`src/rtl/tcnt_counter.sv`:
```
// Timer count generator: prescaled up/down 8-bit counter with software load.
// Produces TCNT, count_enable and a one-cycle step tick for the overflow comparator.
module tcnt_counter #(
   parameter int unsigned DATA_WIDTH = 8
) (
   input  logic                  pclk,
   input  logic                  preset_n,
   input  logic [DATA_WIDTH-1:0] TDR,
   input  logic                  load,
   input  logic                  timer_en,
   input  logic                  count_up_down,
   input  logic [1:0]            cks,
   output logic [DATA_WIDTH-1:0] TCNT,
   output logic                  count_enable,
   output logic                  tick
);

   localparam int unsigned DIV_W = 4;

   typedef enum logic {
      IDLE  = 1'b0,
      COUNT = 1'b1
   } state_t;

   state_t                state;
   state_t                state_nxt;
   logic [DIV_W-1:0]      div_cnt;
   logic [DIV_W-1:0]      div_nxt;
   logic [DIV_W-1:0]      div_term;
   logic [1:0]            cks_q;
   logic [DATA_WIDTH-1:0] tcnt_nxt;
   logic                  tick_nxt;
   logic                  count_enable_nxt;

   // Terminal divider value N-1 with N = 2 << cks
   assign div_term = DIV_W'((32'd2 << cks) - 32'd1);

   // State register
   always_ff @(posedge pclk) begin
      if (!preset_n) begin
         state <= IDLE;
      end else begin
         state <= state_nxt;
      end
   end

   // Next-state logic
   always_comb begin
      state_nxt = state;
      case (state)
         IDLE:    if (timer_en)  state_nxt = COUNT;
         COUNT:   if (!timer_en) state_nxt = IDLE;
         default: state_nxt = IDLE;
      endcase
   end

   // Output / datapath next values; load beats a step, a cks change or disable restarts the divider
   always_comb begin
      tcnt_nxt         = TCNT;
      div_nxt          = div_cnt;
      tick_nxt         = 1'b0;
      count_enable_nxt = (state_nxt == COUNT);
      if (load) begin
         tcnt_nxt = TDR;
         div_nxt  = '0;
      end else if (state_nxt == IDLE) begin
         div_nxt = '0;
      end else if (cks != cks_q) begin
         div_nxt = '0;
      end else if (div_cnt == div_term) begin
         div_nxt  = '0;
         tick_nxt = 1'b1;
         tcnt_nxt = count_up_down ? (TCNT - DATA_WIDTH'(1)) : (TCNT + DATA_WIDTH'(1));
      end else begin
         div_nxt = div_cnt + DIV_W'(1);
      end
   end

   // Registered outputs and divider
   always_ff @(posedge pclk) begin
      if (!preset_n) begin
         TCNT         <= '0;
         count_enable <= 1'b0;
         tick         <= 1'b0;
         div_cnt      <= '0;
         cks_q        <= cks;
      end else begin
         TCNT         <= tcnt_nxt;
         count_enable <= count_enable_nxt;
         tick         <= tick_nxt;
         div_cnt      <= div_nxt;
         cks_q        <= cks;
      end
   end

endmodule

```
`config.mk`:
```
export PLATFORM = sky130hd
export DESIGN_NAME = tcnt_counter
export DESIGN_NICKNAME = d
export VERILOG_FILES = /design/src/rtl/tcnt_counter.sv
export SDC_FILE = /design/constraint.sdc
export NUM_CORES = 1
export LEC_CHECK = 0
export BUFFER_PORTS_ARGS = -buffer_cell sky130_fd_sc_hd__buf_2
export CORE_MARGIN = 4
export CORE_UTILIZATION = 45
export DETAILED_ROUTE_END_ITERATION = 6
export GPL_ROUTABILITY_DRIVEN = 0
export PLACE_DENSITY = 0.78
export SYNTH_ARGS = -nofsm -noshare
export SYNTH_HDL_FRONTEND = slang
export SYNTH_SLANG_ARGS = --single-unit
```
`constraint.sdc`:
```
create_clock -name pclk -period 1.65 [get_ports pclk]
set_input_delay 0.0825 -clock pclk [delete_from_list [all_inputs] [get_ports pclk]]
set_output_delay 0.0825 -clock pclk [all_outputs]
set_load 0.01 [all_outputs]
```
==> metrics.csv <==
stage,metric,value,unit
die,FP Rows,16,
clock_tree,CTS tree,done,
power,worst vdd ir,544,uV
synth,post-synth cell types,33,
route,wire per inst,14.2,um
route,vias per inst,5.36,
synth,Synth Register Bits,16,
synth,Post-Syn Area,1000,um2
critical_path,slowest CP cell,dfxtp_2,
layout,synth-to-layout area growth,40.6,%
die,io pins,25,
synth,Post-synth EDFFs,0,
critical_path,CP Launch Point,TCNT[1]$_SDFFE_PN0P_,
synth,fraction of registers with async set/reset,0,%
sta,post-layout worst setup margin,-0.0892,ns
clock_tree,"Reg clk slew, reported paths",0.11,ns
critical_path,Critical Path End Type,flip-flop,
layout,final cell count without fillers,181,
layout,Final Util,68.8,%
clock_tree,CTS Buffer Depth,2,
synth,Post-synth top flop,dfxtp_1,
critical_path,CP startpoint kind,flip-flop,
critical_path,WS Path Type,flip-flop to flip-flop,
critical_path,Crit path max-delay family,compound AO/OA/AOI/OAI gates,
global_routing,largest net degree at the start of global routing,16,
sta,clk_skew,0.0116,ns
layout,final instance area,1410,um2
critical_path,cells on worst reg2reg path,7,
clock_tree,root buffer cell,clkbuf_4,
route,# DRC,0,
sta,fin crit period,1.74,ns
critical_path,"critical path, cell by cell",inv_1 -> fa_2 -> nand2b_4 -> a21oi_1 -> or4b_1 -> a31oi_1 -> o221a_2,
critical_path,Levels on crit path,7,
die,Initial Util,49.0,%
critical_path,"Buf+Inv Stages, Crit Path",1,
worst_hold_path,Hold WC Path Type,primary input to flip-flop,
sta,final hold vios,0,
synth,post-synthesis sequential area ratio,32.0,%
route,DRT Pass-1 Iters,4,
route,"wirelength, routed",2570,um
placement,DPL Wire Length,1770,um
global_routing,vias in the first global route,954,
die,die area,3040,um2
synth,Post-Syn Nets,136,
clock_tree,CTS H-tree lvls,1,
layout,layout cell share with drive strength beyond 1,42.9,%
layout,# nets final,178,
placement,PortBufs,24,
critical_path,"Max FO, Critical Path",4,
sta,Tcrit/Tclk final,105,%
layout,Multi-input gate area,738,um2
layout,"most common cell after layout, fill and taps aside",buf_2,
sta,max-slew violations,0,
critical_path,Worst setup endpoint,TCNT[6]$_SDFFE_PN0P_,
critical_path,r2r startpoint,TCNT[1]$_SDFFE_PN0P_,
placement,dpl cells,168,
placement,Post-DP Area,1230,um2
clock_tree,CTS Sinks,16,
sta,FMAX,575,MHz
worst_hold_path,HP Start,TDR[6],
sta,Setup TNS,-0.0892,ns
layout,Fillers,179,
synth,Post-Syn Instances,113,
layout,ant diodes,0,
critical_path,Worst EP required,1.86,ns
sta,RSZ-0062 raised after global routing,yes,
route,DR iter-0 viols,18,
power,PwrDens,688,nW/um2
power,Leak Pwr,0.587,nW
outcome,failing checks,negative setup slack,
sta,hold slack,0.0469,ns
sta,Max-slew headroom,68.4,%
clock_tree,worst-skew pair later-pin latency,0.30,ns
global_routing,first-pass GRT wire length,4040,um
layout,most frequent cells in the layout,"buf_2, nor2_1, buf_4",
layout,register area,330,um2
die,Die Ht,55.1,um
synth,Mean Syn Cell Area,8.85,um2
route,via count,970,
critical_path,R2R Path End,TCNT[6]$_SDFFE_PN0P_,
flow_run,number of max-cap violations,0,
clock_tree,Num CTS Buffers,3,
critical_path,Arrival @ worst endpoint,1.95,ns
global_routing,antenna violations before repair,0,
die,Core ar.,2040,um2
route,Antenna Nets Post-Route,0,
outcome,run status,"complete, but fails checks",
sta,"Setup violations, final",1,
critical_path,critical path's largest stage delay,0.39,ns
sta,Worst-Margin Slew,0.474,ns
global_routing,grt total ovfl,0,
die,die width,55.1,um
critical_path,R2R setup slack,-0.09,ns
global_routing,Total GRT Usage,18.9,%
synth,synth warn,0,
==> state kept, by name, indices dropped and copies added, names as in the netlist <==
signal        cells
TCNT              8
tick              1
div_cnt           4
cks_q             2
count_enable      1
==> report_power, final <==
part / total, mW / internal, mW / switching [mW]
sequential: 0.418 / 0.405 / 0.0135
combinational: 0.272 / 0.135 / 0.136
clock: 0.276 / 0.135 / 0.142
total: 0.966 / 0.675 / 0.291
==> stage by stage <==
step           power [mW]  setup slack (ns)
2_1_floorplan       0.575            0.0213
3_3_place_gp        0.647           -0.0704
4_1_cts             0.965          -0.00922
3_5_place_dp        0.657           -0.0738
6_report            0.966           -0.0892
5_1_grt              1.02            -0.128
==> cell usage after synthesis, types with 3 or more instances <==
cell	count	share of area, %
inv_1	7	2.6
and2_1	3	1.9
mux2i_1	4	4.0
nand2_1	3	1.1
nand3_1	4	2.0
nor2_1	16	6.0
xnor2_1	6	5.3
a21oi_1	6	3.0
o211ai_1	3	2.3
dfxtp_1	16	32
o21ai_0	7	3.5
ha_1	7	8.8
xor2_1	4	3.5
==> metal layers <==
metal  share of wire [%]  vias up  GRT usage (%)
li1                    -      489              -
met1                  44      450           23.3
met2                  49       27           31.9
met3                 5.4        4           4.02
met4                 1.6        0           7.29
met5                   0        -              0
==> final cells by class <==
cell class | instances | area share [%]
Multi-Input combinational cell | 88 | 52.5
Timing Repair Buffer | 39 | 17.1
Sequential cell | 16 | 23.5
Inverter | 7 | 1.87
Clock buffer | 4 | 2.58
Tap cell | 27 | 2.40
==> cell families (layout without fill, tap and decap cells) <==
| logic type | count (synthesis) | in the layout | synth area share (%) |
|---|---|---|---|
| compound gates | 30 | 30 | 22.8 |
| xor+xnor | 10 | 10 | 8.76 |
| mux | 4 | 4 | 4.01 |
| fa+ha+maj | 8 | 8 | 10.8 |
| flops | 16 | 16 | 32.0 |
| simple gates | 36 | 36 | 18.3 |
| buf+inv | 9 | 50 | 3.38 |
==> worst min path at each step <==
stage | end | slack, ns | cells after the start
after detailed placement | cks_q[1]$_DFF_P_ | 0.26 | 1
after CTS | TCNT[1]$_SDFFE_PN0P_ | 0.04 | 3
final | TCNT[6]$_SDFFE_PN0P_ | 0.05 | 2
after global placement | cks_q[1]$_DFF_P_ | 0.25 | 1
after global routing | TCNT[6]$_SDFFE_PN0P_ | 0.04 | 2
after floorplan | cks_q[0]$_DFF_P_ | 0.11 | 0
==> what timing repair did <==
action | CTS | global route
setup endpoints to repair | 3 | 8
endpoints found under the hold margin | 3 | 0
hold buffers | 3 | 0
gates resized for setup | 8 | 6
buffers inserted | 2 | 4
pin swaps | 5 | 4
Note: power is estimated with default switching activity, not from simulation.
